File: config.mk
export PLATFORM = sky130hd
export DESIGN_NAME = ball_engine
export DESIGN_NICKNAME = d
export VERILOG_FILES = /design/src/rtl/ball_pkg.sv /design/src/rtl/tick_gen.sv /design/src/rtl/ball_engine.sv
export SDC_FILE = /design/constraint.sdc
export NUM_CORES = 1
export LEC_CHECK = 0
export CAP_MARGIN = 20
export CORE_MARGIN = 2
export CORE_UTILIZATION = 35
export DETAILED_ROUTE_END_ITERATION = 10
export SETUP_SLACK_MARGIN = 0.1
export SKIP_CTS_REPAIR_TIMING = 1
export SYNTH_ARGS = -nofsm -noshare
export SYNTH_HDL_FRONTEND = slang
export SYNTH_HIERARCHICAL = 1
export SYNTH_SLANG_ARGS = --single-unit
export TNS_END_PERCENT = 30
File: constraint.sdc
create_clock -name clk -period 6.85 [get_ports clk]
set_input_delay 1.37 -clock clk [delete_from_list [all_inputs] [get_ports clk]]
set_output_delay 1.37 -clock clk [all_outputs]
set_load 0.01 [all_outputs]
File: src/rtl/ball_pkg.sv
// Shared types and constants for the brick-breaker ball engine.
package ball_pkg;

  typedef enum logic [1:0] {
    BALL_SERVE = 2'd0,
    BALL_PLAY  = 2'd1,
    BALL_MISS  = 2'd2
  } ball_state_t;

  localparam logic [23:0] COLOR_BALL = 24'hFFFFFF;
  localparam logic [23:0] COLOR_BG   = 24'h000000;

  // Signed so that a step past the left/top edge is seen as <= 0.
  typedef logic signed [10:0] coord_t;

endpackage

File: src/rtl/tick_gen.sv
// Free-running divider producing a one-cycle strobe every DIV clocks.
// Shared with the paddle block.
module tick_gen #(
  parameter int DIV = 416667
) (
  input  logic clk,
  input  logic rst,
  output logic tick
);

  localparam int CW = (DIV > 1) ? $clog2(DIV) : 1;

  logic [CW-1:0] r_cnt;
  logic          w_last;

  assign w_last = (r_cnt == CW'(DIV - 1));
  assign tick   = w_last;

  always_ff @(posedge clk or negedge rst) begin
    if (!rst) begin
      r_cnt <= '0;
    end else if (w_last) begin
      r_cnt <= '0;
    end else begin
      r_cnt <= r_cnt + 1'b1;
    end
  end

endmodule

File: src/rtl/ball_engine.sv
// Ball motion engine: serve/play/miss FSM, wall and collision reflection.
// Define BALL_BOTTOM_MISS_EN to make the bottom wall a miss instead of a bounce.
module ball_engine
  import ball_pkg::*;
#(
  parameter int SCREEN_W  = 640,
  parameter int SCREEN_H  = 480,
  parameter int BALL_SIZE = 20,
  parameter int TICK_DIV  = 416667,
  parameter int N_BLOCKS  = 10,
  parameter int START_X   = 0,
  parameter int START_Y   = 250,
  parameter int SPD_W     = 2
) (
  input  logic                clk,
  input  logic                rst,
  input  logic [9:0]          x,
  input  logic [9:0]          y,
  input  logic                active_pixels,
  input  logic                launch,
  input  logic [SPD_W-1:0]    speed,
  input  logic                collide_paddle,
  input  logic [N_BLOCKS-1:0] collide_block,
  output logic [23:0]         vga_color,
  output logic [9:0]          ball_x,
  output logic [9:0]          ball_y,
  output logic [9:0]          ball_size,
  output logic [1:0]          state,
  output logic                miss,
  output logic                tick
);

  localparam coord_t X_MAX = coord_t'(SCREEN_W - BALL_SIZE);
  localparam coord_t Y_MAX = coord_t'(SCREEN_H - BALL_SIZE);

  ball_state_t      r_state;
  logic [9:0]       r_x, r_y;
  logic             r_dx, r_dy;  // 1 = increasing coordinate
  logic [SPD_W-1:0] r_vel;
  logic             r_pad, r_blk, r_miss;

  logic   w_tick, w_eff_dy, w_in_x, w_in_y;
  coord_t w_vel, w_nx, w_ny;

  tick_gen #(.DIV(TICK_DIV)) u_tick (
    .clk  (clk),
    .rst  (rst),
    .tick (w_tick)
  );

  // Sticky collision flags; a tick edge reloads them with the live input so
  // a pulse coinciding with the tick is carried into the next period.
  always_ff @(posedge clk or negedge rst) begin
    if (!rst) begin
      r_pad <= 1'b0;
      r_blk <= 1'b0;
    end else if (w_tick) begin
      r_pad <= collide_paddle;
      r_blk <= |collide_block;
    end else begin
      r_pad <= r_pad | collide_paddle;
      r_blk <= r_blk | (|collide_block);
    end
  end

  assign w_vel = coord_t'(r_vel);

  always_comb begin
    w_eff_dy = r_dy;
    if (r_pad) begin
      w_eff_dy = 1'b0;
    end else if (r_blk) begin
      w_eff_dy = 1'b1;
    end
    w_nx = r_dx     ? coord_t'(r_x) + w_vel : coord_t'(r_x) - w_vel;
    w_ny = w_eff_dy ? coord_t'(r_y) + w_vel : coord_t'(r_y) - w_vel;
  end

  always_ff @(posedge clk or negedge rst) begin
    if (!rst) begin
      r_state <= BALL_SERVE;
      r_x     <= 10'(START_X);
      r_y     <= 10'(START_Y);
      r_dx    <= 1'b1;
      r_dy    <= 1'b1;
      r_vel   <= SPD_W'(1);
      r_miss  <= 1'b0;
    end else begin
      r_miss <= 1'b0;
      case (r_state)
        BALL_SERVE: begin
          r_x  <= 10'(START_X);
          r_y  <= 10'(START_Y);
          r_dx <= 1'b1;
          r_dy <= 1'b1;
          if (w_tick && launch) begin
            r_vel   <= (speed == '0) ? SPD_W'(1) : speed;
            r_state <= BALL_PLAY;
          end
        end
        BALL_PLAY: begin
          if (w_tick) begin
            if (w_nx <= coord_t'(0)) begin
              r_x  <= 10'd0;
              r_dx <= 1'b1;
            end else if (w_nx >= X_MAX) begin
              r_x  <= 10'(X_MAX);
              r_dx <= 1'b0;
            end else begin
              r_x <= w_nx[9:0];
            end

            if (w_ny <= coord_t'(0)) begin
              r_y  <= 10'd0;
              r_dy <= 1'b1;
            end else if (w_ny >= Y_MAX) begin
              r_y <= 10'(Y_MAX);
`ifdef BALL_BOTTOM_MISS_EN
              if (r_pad) begin
                r_dy <= 1'b0;
              end else begin
                r_dy    <= w_eff_dy;
                r_state <= BALL_MISS;
                r_miss  <= 1'b1;
              end
`else
              r_dy <= 1'b0;
`endif
            end else begin
              r_y  <= w_ny[9:0];
              r_dy <= w_eff_dy;
            end
          end
        end
        BALL_MISS: begin
          if (w_tick) begin
            r_state <= BALL_SERVE;
            r_x     <= 10'(START_X);
            r_y     <= 10'(START_Y);
            r_dx    <= 1'b1;
            r_dy    <= 1'b1;
          end
        end
        default: r_state <= BALL_SERVE;
      endcase
    end
  end

  assign w_in_x = ({1'b0, x} >= {1'b0, r_x}) && ({1'b0, x} < ({1'b0, r_x} + 11'(BALL_SIZE)));
  assign w_in_y = ({1'b0, y} >= {1'b0, r_y}) && ({1'b0, y} < ({1'b0, r_y} + 11'(BALL_SIZE)));

  assign vga_color = (active_pixels && w_in_x && w_in_y) ? COLOR_BALL : COLOR_BG;
  assign ball_x    = r_x;
  assign ball_y    = r_y;
  assign ball_size = 10'(BALL_SIZE);
  assign state     = r_state;
  assign miss      = r_miss;
  assign tick      = w_tick;

endmodule

Yosys cells after proc, flatten, opt, wreduce, memory -nomap -nowiden
Index checks and enable logic that the tools add are counted.
- add/subtract/negate cells: 7
- $lt $le $gt $ge: 8
- equality and inequality tests: 7
- mux-type cells: 31
- bitwise gates (word level): 3
- reductions and logical operators: 13
- operator list (cell ; number):
    $mux W10 ; 8
    $pmux W10 S3 ; 2
    $mux W24 ; 1
    $add A10 B2 Y11 ; 2
    $add A10 B5 Y11 const B ; 2
    $le A11 B1 Y1 const B ; 2
    $lt A10 B11 Y1 ; 2
    $mux W11 ; 2
    $sub A10 B2 Y11 ; 2
    $ge A10 B10 Y1 ; 2
    $add A19 B1 Y19 const B ; 1
    $eq A19 B19 Y1 const B ; 1
    $mux W19 ; 1
    $ge A11 B10 Y1 const B ; 1
    $ge A11 B11 Y1 const B ; 1
    $mux W1 ; 11
    $reduce_or A10 Y1 ; 1
    $mux W2 ; 3
    $ne A2 B2 Y1 const B ; 3
    $pmux W1 S3 ; 2
    $pmux W2 S3 ; 1
    $reduce_and A3 Y1 ; 2
    $logic_and A1 B1 Y1 ; 5
    $logic_not A2 Y1 ; 2
    other kinds (8) ; 9
- register bits: 47
- bits of input ports: 37
- output and inout bits: 58
- logic and storage cells: 78

Longest topological paths before layout
- depth after elaboration: 8
- mapped depth: 16
- mapped depth without buffers: 14

Modules after synthesis
Netlist, hierarchy kept.
- modules (own cells, without submodules) (module ; times used ; cells each ; area an instance (µm²) ; sequential area each (µm²)):
    ball_engine ; 1 ; 493 ; 3987.6 ; 686.9
    tick_gen ; 1 ; 91 ; 954.7 ; 475.5

Least setup slack after synthesis
OpenSTA, ideal clock, no wires.
- kind: input to output
- start point: input x[0]
- end point: output vga_color[10]
- data arrival time: 3.276 ns
- setup slack: 2.204 ns
- stages on the path: 11
- path buffers: 1
- path through: inv_1 > ha_1 > nand2b_1 > a21o_1 > a21o_1 > a211oi_1 > o21bai_1 > a31oi_1 > o21ai_0 > and4_1 > buf_4
- longest elaborated chain between the ends: 5
- elaborated cells on any way between the ends: 6
- RTL lines (what ; RTL line ; text):
    from (decl) ; ball_engine.sv:17 ; input logic [9:0] x,
    $lt A10 B11 Y1 or $ge A10 B10 Y1 (tied branches) ; ball_engine.sv:149 ; assign w_in_x = ({1'b0, x} >= {1'b0, r_x}) && ({1'b0, x} < ({1'b0, r_x} + 11'(BALL_SIZE)));
    $logic_and A1 B1 Y1 (*) ; ball_engine.sv:149 ;
    $logic_and A1 B1 Y1 (*) (2 in a row) ; ball_engine.sv:152 ; assign vga_color = (active_pixels && w_in_x && w_in_y) ? COLOR_BALL : COLOR_BG;
    $mux W24 (*) ; ball_engine.sv:152 ;
    to (decl) ; ball_engine.sv:24 ; output logic [23:0] vga_color,
Mark *: on every way between the ends. The rest lies on a longest branch, timed or not.

Worst setup path in the final report
- start point: input y[1]
- end point: output vga_color[5]
- longest elaborated chain between the ends: 4
- elaborated cells on any way between the ends: 5
- RTL lines (what ; RTL line ; text):
    from (decl) ; ball_engine.sv:18 ; input logic [9:0] y,
    $lt A10 B11 Y1 or $ge A10 B10 Y1 (tied branches) ; ball_engine.sv:150 ; assign w_in_y = ({1'b0, y} >= {1'b0, r_y}) && ({1'b0, y} < ({1'b0, r_y} + 11'(BALL_SIZE)));
    $logic_and A1 B1 Y1 (*) ; ball_engine.sv:150 ;
    $logic_and A1 B1 Y1 (*) ; ball_engine.sv:152 ;
    $mux W24 (*) ; ball_engine.sv:152 ;
Marked as above.

==> impl_metrics.yaml <==
status:
  status: "finished clean"
placement:
  io_buffer_count: 82
  dp_hpwl_um: 9730
  post-place-cells: 793
  place_congestion: 0.872
power_and_ir_drop:
  vdd_drop_max_mv: 0.0822
  p_leak_nw: 2.28
  p_per_area_nw_per_um2: 99.8
global_route:
  antenna_found_initial: 0
  grt_max_degree: 47
  grt_pass1_vias: 4237
  grt-ovfl-total: 0
  grt_pass1_wl_um: 20600
  track_usage_pct: 16.8
min_path:
  hold_end: "u_tick/r_cnt[0]"
  min-delay-start: "u_tick/r_cnt[0]"
  whs_path_depth: 1
  min_path_type: "register to register"
clock_network:
  clk_path_buf_depth: 2
  htreeDepth: 2
  cts_root_buf: "clkbuf_16"
  clock_sinks: 46
  cts_buffers: 5
  clk_pin_slew_ns: 0.06
  tritoncts: "yes"
  worstSkewPairLatency_ns: 0.28
critical_path:
  r2r-start: "r_vel[0]"
  critPathMaxFanout: 24
  crit_required_ns: 5.48
  crit_path_frequent_cell: "a21oi_1"
  endpoint_kind: "output port"
  crit_arrival_ns: 4.47
  regToRegEndpoint: "r_dy"
  crit_slowest_cell: "clkdlybuf4s50_1"
  reg2reg_depth: 14
  worstSetupStartpointType: "input port"
  slowest_delay_ns: 0.66
  regToRegSetupSlack_ns: 2.57
  crit_type: "input port to output port"
  cp_cell_sequence: "clkdlybuf4s50_1, ha_1, nand2b_1, a21oi_1, o21ai_0, a21oi_1, o21ai_0, a21oi_1, o41ai_1, and4_1, clkdlybuf4s50_1"
floorplan:
  floorplan.initialDensity_pct: 35.7
  die_area_um2: 15100
  die_x_um: 123
  die_h_um: 123
  rows: 43
  core_area_um2: 13800
  io_pins: 95
timing:
  final_hold_viol_count: 0
  fin_crit_ns: 5.84
  fmax_mhz: 171
  skew_ns: 0.00568
  rsz0062_at_grt: "no"
  min_period_over_period_pct: 85.2
  drv_slew: 0
  tns_ns: 0
  slew_headroom_pct: 42.9
  setup_viol: 0
  tightest_slew_ns: 0.853
synthesis:
  synth-edff-count: 0
  synth_cell_types: 82
  synth_warnings: 6
  async_flop_share_pct: 100
  synth_cells: 584
  syn_area_um2: 4940
  avgSynthCellArea_um2: 8.46
  seq_area_frac_synth_pct: 23.5
  synthFlopType: "dfrtp_1"
  synth-seq-cells: 46
detailed_routing:
  vias: 4463
  antenna_left: 0
  drc: 0
  via_per_inst: 5.56
  drtIter0Drc: 266
  routedWlPerCell_um: 15.8
  drt-pass1-iter-count: 4
  routed_wl_um: 12700
flow_run:
  cap_violations: 0
finish:
  diodes: 0
  area_delta_synth_final_pct: 17.4
  layout-drive-gt1-share_pct: 6.91
  nNetsFinal: 706
  final-instance-count-excl-fill: 802
cells in the final DEF (no fill, tap or decap), types with 13 or more instances in the layout:
cell type        synthesis  final
o21ai_0                 33     33
nand3_1                 26     26
dfrtp_1                 37     37
xnor2_1                 34     34
inv_1                   33     33
ha_1                    46     46
a31oi_1                 13     13
nand2_1                 31     31
nor2_1                  36     36
clkdlybuf4s50_1          0     81
a21oi_1                 20     20
synth_stat cells, types with 5 or more instances:
master     instances  area, um2
nand2b_1           8       50.1
ha_1              46        576
inv_1             33        124
nand2_1           31        116
nor2_1            36        135
o2111ai_1          8       70.1
o21ai_1            8       40.0
dfstp_2            9        236
nor4_1            11       68.8
or3_1              7       43.8
xnor2_1           34        298
a211o_1            6       52.6
a31oi_1           13       81.3
o22ai_1            5       31.3
dfrtp_1           37        926
a21oi_1           20        100
o31ai_1            5       37.5
nand3_1           26        130
nand4_1           11       68.8
o21ai_0           33        165
clkbuf_1          24       90.1
and3_1             8       50.1
nor3_1             9       45.0
xor2_1             8       70.1
buf_4             35        263
o211ai_1           7       52.6
a21o_1            12       90.1
worst max-delay path, delay by kind of cell:
kind            cells  cell delay [ns]
compound gates      6             0.98
buf+inv             2             1.07
simple gates        2             0.72
fa+ha+maj           1             0.31
routing by layer:
layer	GRT usage, %	wire length [um]	vias to the layer above	part of all wire [%]
met5	0	0	-	0
met4	3.02	103	0	0.81
met3	2.93	693	10	5.5
met2	28.2	6110	129	48
met1	22.8	5760	2122	45
li1	-	-	2202	-
kinds of logic (layout without fill, tap and decap cells):
kind of cell / Yosys count / in the layout / synth area share (%)
adder cells (fa/ha/maj): 48 / 48 / 12.5
other: 2 / 12 / 0.152
AO/OA/AOI/OAI: 163 / 163 / 24.0
AND/OR/NAND/NOR: 172 / 172 / 19.0
multiplexers: 7 / 7 / 1.75
buffers and inverters: 102 / 130 / 10.9
flip-flops: 46 / 46 / 23.5
XOR/XNOR: 44 / 44 / 8.23
area by class of cell:
cell class	instances	area [um2]
Timing Repair Buffer	85	851
Clock buffer	7	143
Tap cell	180	225
Inverter	37	139
Multi-Input combinational cell	446	3280
Clock inverter	1	5.00
Fill cell	1370	8020
Sequential cell	46	1160
how the worst max path moves through the flow:
| stage | from | to | slack (ns) | depth (start not counted) |
|---|---|---|---|---|
| 2_1_floorplan | x[0] | vga_color[10] | 2.20 | 11 |
| 3_3_place_gp | y[1] | vga_color[5] | 0.93 | 11 |
| 3_5_place_dp | y[1] | vga_color[14] | 0.91 | 11 |
| 4_1_cts | y[1] | vga_color[14] | 0.89 | 11 |
| 5_1_grt | y[1] | vga_color[15] | 0.65 | 11 |
| 6_report | y[1] | vga_color[5] | 1.01 | 11 |
where the power goes:
part	switching (W)	total, W	leakage (nW)	internal, W
clock network	0.0000969	0.000242	0.0739	0.000145
logic	0.0000284	0.0000653	1.62	0.0000369
registers	0.0000000000000000000105	0.000272	0.587	0.000272
total	0.000125	0.000579	2.28	0.000454
through the flow:
stage	hold slack, ns	instance area (um2)	setup WS (ns)	total power (W)	util [%]
2_1_floorplan	0.453	4980	2.20	0.000311	-
5_1_grt	0.512	5800	0.651	0.000607	42.0
3_5_place_dp	0.482	5640	0.914	0.000342	40.8
3_3_place_gp	0.471	5640	0.934	0.000340	40.8
6_report	0.493	5800	1.01	0.000579	42.0
4_1_cts	0.497	5780	0.893	0.000585	41.8
registers in the layout, indices dropped and copies added, names as in the netlist:
register      cells
r_pad             1
r_dx              1
ball_y           10
u_tick/r_cnt     19
r_dy              1
r_vel             2
state             1
ball_x           10
r_blk             1
Note: power is estimated with default switching activity, not from simulation.
